==> src/rtl/nibble_serializer_pkg.sv <==
// rtl/nibble_serializer_pkg.sv - shared types and constants for the nibble serializer (SERIALIZER_PARITY_EN adds the parity beat)
package serializer_pkg;

  typedef enum logic [1:0] {
    IDLE   = 2'd0,
    SHIFT  = 2'd1,
    PARITY = 2'd2
  } state_t;

  localparam int WORD_W = 4;
  localparam int SEL_W  = 2;

`ifdef SERIALIZER_PARITY_EN
  localparam int BEATS_PER_WORD = WORD_W + 1;
`else
  localparam int BEATS_PER_WORD = WORD_W;
`endif

  function automatic logic even_parity(input logic [WORD_W-1:0] w);
    return ^w;
  endfunction

endpackage

==> src/rtl/nibble_serializer_if.sv <==
// rtl/nibble_serializer_if.sv - word-in / bit-out handshake bundle for nibble_serializer
interface nibble_serializer_if;
  import serializer_pkg::*;

  logic [WORD_W-1:0] in_data;
  logic              in_valid;
  logic              in_ready;
  logic              out_bit;
  logic              out_valid;
  logic              out_ready;
  logic              out_last;
  logic              busy;

  // master: the environment supplying words and consuming bits
  modport master (
    output in_data, in_valid, out_ready,
    input  in_ready, out_bit, out_valid, out_last, busy
  );

  // slave: the serializer itself
  modport slave (
    input  in_data, in_valid, out_ready,
    output in_ready, out_bit, out_valid, out_last, busy
  );

endinterface

==> src/rtl/nibble_serializer_mux4.sv <==
// rtl/nibble_serializer_mux4.sv - 4:1 bit mux picking one bit of the held word
module mux4
  import serializer_pkg::*;
(
  input  logic [WORD_W-1:0] in,
  input  logic [SEL_W-1:0]  select,
  output logic              out
);

  assign out = in[select];

endmodule

==> src/rtl/nibble_serializer.sv <==
// rtl/nibble_serializer.sv - 4-bit parallel to 1-bit serial stage driving mux4
// Optional SERIALIZER_PARITY_EN appends an even-parity beat and moves out_last onto it.
module nibble_serializer
  import serializer_pkg::*;
#(
  parameter int LSB_FIRST = 1
) (
  input  logic                clk,
  input  logic                rst,
  nibble_serializer_if.slave  bus
);

  state_t             state, state_nx;
  logic [SEL_W-1:0]   idx, idx_nx;
  logic [SEL_W-1:0]   sel, sel_nx;
  logic [WORD_W-1:0]  word, word_nx;
  logic               mux_bit;
  logic               out_valid_c;
  logic               out_last_c;
  logic               beat_fire;
  logic               in_ready_c;
  logic               accept;

  function automatic logic [SEL_W-1:0] sel_of(input logic [SEL_W-1:0] i);
    return (LSB_FIRST != 0) ? i : (2'd3 - i);
  endfunction

  mux4 u_mux (
    .in     (word),
    .select (sel),
    .out    (mux_bit)
  );

  always_comb begin
    out_valid_c = (state != IDLE);
`ifdef SERIALIZER_PARITY_EN
    out_last_c  = (state == PARITY);
`else
    out_last_c  = (state == SHIFT) && (idx == 2'd3);
`endif
    beat_fire   = out_valid_c && bus.out_ready;
    // Accepting on the last beat's handshake keeps back-to-back words bubble-free.
    in_ready_c  = (state == IDLE) || (out_last_c && beat_fire);
    accept      = bus.in_valid && in_ready_c;
  end

  always_comb begin
    state_nx = state;
    idx_nx   = idx;
    sel_nx   = sel;
    word_nx  = word;
    case (state)
      IDLE: begin
        if (accept) begin
          state_nx = SHIFT;
          idx_nx   = '0;
          sel_nx   = sel_of('0);
          word_nx  = bus.in_data;
        end
      end
      SHIFT: begin
        if (beat_fire) begin
          if (idx == 2'd3) begin
`ifdef SERIALIZER_PARITY_EN
            state_nx = PARITY;
`else
            if (accept) begin
              state_nx = SHIFT;
              idx_nx   = '0;
              sel_nx   = sel_of('0);
              word_nx  = bus.in_data;
            end else begin
              state_nx = IDLE;
            end
`endif
          end else begin
            idx_nx = idx + 2'd1;
            sel_nx = sel_of(idx + 2'd1);
          end
        end
      end
      PARITY: begin
        if (beat_fire) begin
          if (accept) begin
            state_nx = SHIFT;
            idx_nx   = '0;
            sel_nx   = sel_of('0);
            word_nx  = bus.in_data;
          end else begin
            state_nx = IDLE;
          end
        end
      end
      default: state_nx = IDLE;
    endcase
  end

  always_ff @(posedge clk) begin
    if (rst) begin
      state <= IDLE;
      idx   <= '0;
      sel   <= '0;
      word  <= '0;
    end else begin
      state <= state_nx;
      idx   <= idx_nx;
      sel   <= sel_nx;
      word  <= word_nx;
    end
  end

  assign bus.in_ready  = in_ready_c;
  assign bus.out_valid = out_valid_c;
  assign bus.out_last  = out_last_c;
  assign bus.busy      = (state != IDLE);
`ifdef SERIALIZER_PARITY_EN
  assign bus.out_bit   = (state == PARITY) ? even_parity(word) : mux_bit;
`else
  assign bus.out_bit   = mux_bit;
`endif

endmodule

==> src/flat_wrapper.sv <==
// flat-port wrapper written by rule: the top's interface ports become plain ports
module nibble_serializer_flat import serializer_pkg::*;
#(
  parameter int LSB_FIRST = 1
)
  (clk, rst, bus_in_data, bus_in_valid, bus_out_ready, bus_in_ready, bus_out_bit, bus_out_valid, bus_out_last, bus_busy);
  nibble_serializer_if bus_i ();
  input  logic clk;
  input  logic rst;
  input wire logic [$bits(bus_i.in_data)-1:0] bus_in_data;
  input wire logic [$bits(bus_i.in_valid)-1:0] bus_in_valid;
  input wire logic [$bits(bus_i.out_ready)-1:0] bus_out_ready;
  output wire logic [$bits(bus_i.in_ready)-1:0] bus_in_ready;
  output wire logic [$bits(bus_i.out_bit)-1:0] bus_out_bit;
  output wire logic [$bits(bus_i.out_valid)-1:0] bus_out_valid;
  output wire logic [$bits(bus_i.out_last)-1:0] bus_out_last;
  output wire logic [$bits(bus_i.busy)-1:0] bus_busy;
  assign bus_i.in_data = bus_in_data;
  assign bus_i.in_valid = bus_in_valid;
  assign bus_i.out_ready = bus_out_ready;
  assign bus_in_ready = bus_i.in_ready;
  assign bus_out_bit = bus_i.out_bit;
  assign bus_out_valid = bus_i.out_valid;
  assign bus_out_last = bus_i.out_last;
  assign bus_busy = bus_i.busy;
  nibble_serializer #(.LSB_FIRST(LSB_FIRST)) u_core (.clk(clk), .rst(rst), .bus(bus_i));
endmodule
==> config.mk <==
export PLATFORM = sky130hd
export DESIGN_NAME = nibble_serializer_flat
export DESIGN_NICKNAME = d
export VERILOG_FILES = /design/src/rtl/nibble_serializer_pkg.sv /design/src/rtl/nibble_serializer_if.sv /design/src/rtl/nibble_serializer_mux4.sv /design/src/rtl/nibble_serializer.sv /design/src/flat_wrapper.sv
export SDC_FILE = /design/constraint.sdc
export NUM_CORES = 1
export LEC_CHECK = 0
export CELL_PAD_IN_SITES_DETAIL_PLACEMENT = 1
export CELL_PAD_IN_SITES_GLOBAL_PLACEMENT = 2
export CORE_ASPECT_RATIO = 1.25
export CORE_UTILIZATION = 28
export CTS_CLUSTER_DIAMETER = 60
export CTS_CLUSTER_SIZE = 28
export DETAILED_ROUTE_END_ITERATION = 7
export HOLD_SLACK_MARGIN = 0.03
export PLACE_DENSITY = 0.82
export SLEW_MARGIN = 0
export SYNTH_ARGS = -nofsm -noshare
export SYNTH_HDL_FRONTEND = slang
export SYNTH_SLANG_ARGS = --single-unit
==> constraint.sdc <==
create_clock -name clk -period 2.7 [get_ports clk]
set_input_delay 0.405 -clock clk [delete_from_list [all_inputs] [get_ports clk]]
set_output_delay 0.405 -clock clk [all_outputs]
set_load 0.05 [all_outputs]
After elaboration in Yosys (flattened, before gate mapping):

Cells that the tools add are included.

* flip-flop bits (word level): 10
* logic and storage cells: 47

* add/sub/neg operators: 1
* $lt $le $gt $ge: 1
* eq/ne operators: 7
* mux-type cells: 23
* reduce and logical (&&, ||, !) cells: 11

Operator list (count)
* 2-bit 2-to-1 mux: 12
* 2-bit case mux with 3 select lines: 3
* 4-bit 2-to-1 mux: 4
* 4-bit case mux with 3 select lines: 1
* 4-bit AND reduction: 2
* 2-bit by 1-bit != test with 1-bit output (second input constant): 3
* 2-bit == test (second input constant): 2
* 1-bit logical AND: 4
* 2-bit by 3-bit less-than comparator with 1-bit output (second input constant): 1
* 3-bit AND reduction: 1
* 3-bit nonzero test: 1
* 2-bit by 1-bit adder with 2-bit output (second input constant): 1
* 1-bit binary-select mux with 2-bit select: 1
* 2-bit by 1-bit == test with 1-bit output (second input constant): 1
* 2-bit logical NOT: 1
* 1-bit 2-to-1 mux: 2
* 2-bit != test (second input constant): 1
* 2-bit nonzero test: 1
* 1-bit logical OR: 1

Depth between registers and ports, before layout:

* word-level depth: 9
* mapped depth: 4
* gate-level depth less buffers: 4

Hierarchy:

From an unflattened synthesis, not the netlist that was laid out.

* cells, all modules: 47
* area, all modules: 454.2 um^2

Modules (own cells, without submodules)
* nibble_serializer: instances 1, cells each 46, area an instance 431.7 um^2
* mux4: instances 1, cells each 1, area an instance 22.5 um^2

Worst setup path before layout:

OpenSTA, ideal clock, no wires.

* kind: reg2out
* start: register u_core.state[0]
* end: output bus_in_ready
* data arrival time: 1.288 ns
* path slack: 1.007 ns
* cell stages (with the launch flop): 4
* path buffers: 1
* cells stage by stage: dfxtp_1 buf_6 a21boi_4 inv_1

* cells in the longest elaborated chain, start to end: 4
* elaborated cells on any way between the ends: 7
* classes of those cells: eq/ne (1); reduce/logical (6)

Ends and longest elaborated chain
* start, declared: line nibble_serializer.sv:13 `state_t state, state_nx;`
* start signal, assigned: line nibble_serializer.sv:105 `state <= state_nx;`
* 2-bit by 1-bit == test with 1-bit output / 2-bit nonzero test (equally long branches): line nibble_serializer.sv:39, nibble_serializer.sv:35
* 1-bit logical AND, on equally long branches: line nibble_serializer.sv:39, nibble_serializer.sv:41
* 1-bit logical AND: line nibble_serializer.sv:43 `in_ready_c = (state == IDLE) || (out_last_c && beat_fire);`
* 1-bit logical OR (*): line nibble_serializer.sv:43
* end, declared: line flat_wrapper.sv:13 `output wire logic [$bits(bus_i.in_ready)-1:0] bus_in_ready;`

Every way passes the cells marked *; elsewhere a longest branch is shown, timed or not.

Worst setup path in the final report:

* start: register u_core.idx[0]
* end: output bus_out_last

* cells in the longest elaborated chain, start to end: 2

Ends and longest elaborated chain
* start, declared: line nibble_serializer.sv:14 `logic [SEL_W-1:0] idx, idx_nx;`
* start signal, assigned: line nibble_serializer.sv:106 `idx <= idx_nx;`
* 2-bit == test: line nibble_serializer.sv:39 `out_last_c = (state == SHIFT) && (idx == 2'd3);`
* 1-bit logical AND: line nibble_serializer.sv:39
* end, declared: line flat_wrapper.sv:16 `output wire logic [$bits(bus_i.out_last)-1:0] bus_out_last;`

Every way passes these cells.

==> flow_summary.ini <==
[sta]
final-setup-viol-count = 0
fmax_mhz = 426.6
tns_ns = 0
period_minus_slack_ns = 2.344
max_slew_margin_pct = 67.31
rsz0062_at_grt = no
fin_crit_sh_pct = 86.81
fin_ws_ns = 0.3560
tightest_slew_ns = 0.4888
finClkSkew_ns = 0.006635
drv_slew = 0
finalHoldViolations = 0

[yosys]
synthCells = 47
ys_seq_area_share_pct = 39.34
synth.net_count = 56
synth_area_per_cell_sq_um = 9.743
synth_cell_types = 15
synth-seq-cells = 9
ys_warn_count = 0
synth_area_sq_um = 457.9

[critical_path]
path_cells = ha_1 -> and2_2 -> clkdlybuf4s50_1
slowest_stage = clkdlybuf4s50_1
cp_max_fo = 7
critPathArrivalTime_ns = 1.94
critical_path.endpoint_type = primary output
slowest_delay_ns = 0.79
cp-start-kind = register
worstSetupPathType = reg2out
worst-endpoint-required_ns = 2.30

[place]
dp_slack_ns = 0.6379
gp_congestion = 0.6544
place_inst = 73
io_buffers = 12
hpwlAfterDp_um = 728.9

[cts]
root_buffer = clkbuf_4
cts_buffers = 3
postCtsSetupRepairBufs = 0
clock_latency_ns = 0.26
ctsHtreeMaxLevel = 1
cts_tree = yes
clk_pin_slew_ns = 0.07
clock_sinks = 9
clockBufferDepth = 2
post_cts_resized = 0
cts_hold_buf = 0

[routing]
routed_wl_mm = 1.017
drt-vias-per-instance = 5.182
drt_first_pass_iters = 3
drc = 0
wire_per_inst_um = 13.21
via_count = 399
drt_iter0_drc = 5
postRouteAntennaNets = 0

[pwr]
peakVddDrop_mv = 0.2786
powerDensity_nw_per_um2 = 517.5
p_leak_nw = 0.2055

[floorplan]
chipWidth_um = 38.17
io_pins = 13
coreArea_sq_um = 1445
initial_core_util_pct = 31.69
row_count = 15
fp.dieArea_sq_um = 1802
fp.dieH_um = 47.22

[global_routing]
antenna_found_initial = 0
grt_max_degree = 12
track_usage_pct = 13.46
globalRoute.totalOverflow = 0
grt_pass1_wl_mm = 1.614
grt_pass1_vias = 356

[finish]
area_growth_pct = 30.33
antennaDiodeCount = 0
final_cells = 77
fin_nets = 70
drive_above_1_share_pct = 11.67

[min_path]
hold_class = reg2reg

[status]
status = finished clean

[run]
maxCapViolCount = 0
[sequential cells by signal, indices dropped and copies added, names as in the netlist]
| name | count |
|---|---|
| u_core.idx | 2 |
| u_core.sel | 2 |
| u_core.state | 1 |
| u_core.word | 4 |
[cells in the mapped netlist]
library cell | count | area (sq um)
ha_1 | 1 | 12.51
and2_2 | 1 | 7.510
o211ai_1 | 4 | 30.03
dfxtp_1 | 9 | 180.2
inv_1 | 3 | 11.26
buf_6 | 1 | 11.26
nand3b_1 | 9 | 67.56
buf_4 | 2 | 15.01
a21oi_1 | 5 | 25.02
a31oi_1 | 4 | 25.02
nand3_1 | 1 | 5.000
o21ai_0 | 4 | 20.02
a21boi_4 | 1 | 18.77
nor2b_1 | 1 | 6.260
mux4_2 | 1 | 22.52
[worst max-delay path, delay by kind of cell (launching register included)]
family                     cells  cell delay, ns
adders and majority gates      1            0.33
buffers and inverters          1            0.79
DFF                            1            0.36
and+or+nand+nor                1            0.19
[cells by family (layout without fill, tap and decap cells)]
group | after synthesis | count (layout) | share of synthesized area (%)
buffers and inverters | 6 | 19 | 8.195
flip-flops | 9 | 9 | 39.34
adder cells (fa/ha/maj) | 1 | 1 | 2.732
AND/OR/NAND/NOR | 12 | 12 | 18.85
multiplexers | 1 | 1 | 4.918
AO/OA/AOI/OAI | 18 | 18 | 25.96
[power by group]
part           internal, mW  switching [mW]
logic                0.0261          0.0314
registers             0.139         0.00623
clock network        0.0569          0.0490
[routing by layer]
layer	vias to the layer above	global-route usage [%]	wire length, um	part of all wire (%)
met2	8	17.97	445	44
met4	0	8.571	21	2.1
met5	-	0	0	0
li1	202	-	-	-
met1	187	18.44	521	51
met3	2	4.265	29	2.9
[worst paths after layout]
check,from,end,slack [ns],cells after the start
min reg2reg,u_core.word[1],u_core.word[1],0.47,2
max reg2reg,u_core.idx[0],u_core.word[3],1.45,4
min,u_core.word[1],u_core.word[1],0.47,2
max,u_core.idx[0],bus_out_last,0.36,3
[layout by cell type (no fill, tap or decap)]
| cell type | n |
|---|---|
| clkdlybuf4s50_1 | 11 |
| nand3b_1 | 9 |
| dfxtp_1 | 9 |
| a21oi_1 | 5 |
| o21ai_0 | 4 |
| o211ai_1 | 4 |
| a31oi_1 | 4 |
| inv_1 | 3 |
| clkbuf_4 | 3 |
| and2_2 | 1 |
| a21boi_4 | 1 |
| mux4_2 | 1 |
| nor2b_1 | 1 |
| nand3_1 | 1 |
| ha_1 | 1 |
| clkbuf_1 | 1 |
| buf_4 | 1 |
[final cells by class]
type	instances	area [sq um]
fill	166	848.3
multi-input combinational	32	240.2
sequential	9	180.2
timing repair buffer	12	117.6
clock buffer	4	26.28
tap	17	21.27
inverter	3	11.26
[through the flow]
stage	util [%]	instance area (sq um)	total power, mW	hold WS [ns]
2_1_floorplan	-	457.9	0.1858	0.4489
3_3_place_gp	39.48	570.5	0.2061	0.4654
3_5_place_dp	39.48	570.5	0.2066	0.4680
4_1_cts	41.30	596.8	0.3109	0.4766
5_1_grt	41.30	596.8	0.3243	0.5065
6_report	41.30	596.8	0.3089	0.4733
(Power assumes the default switching activity.)
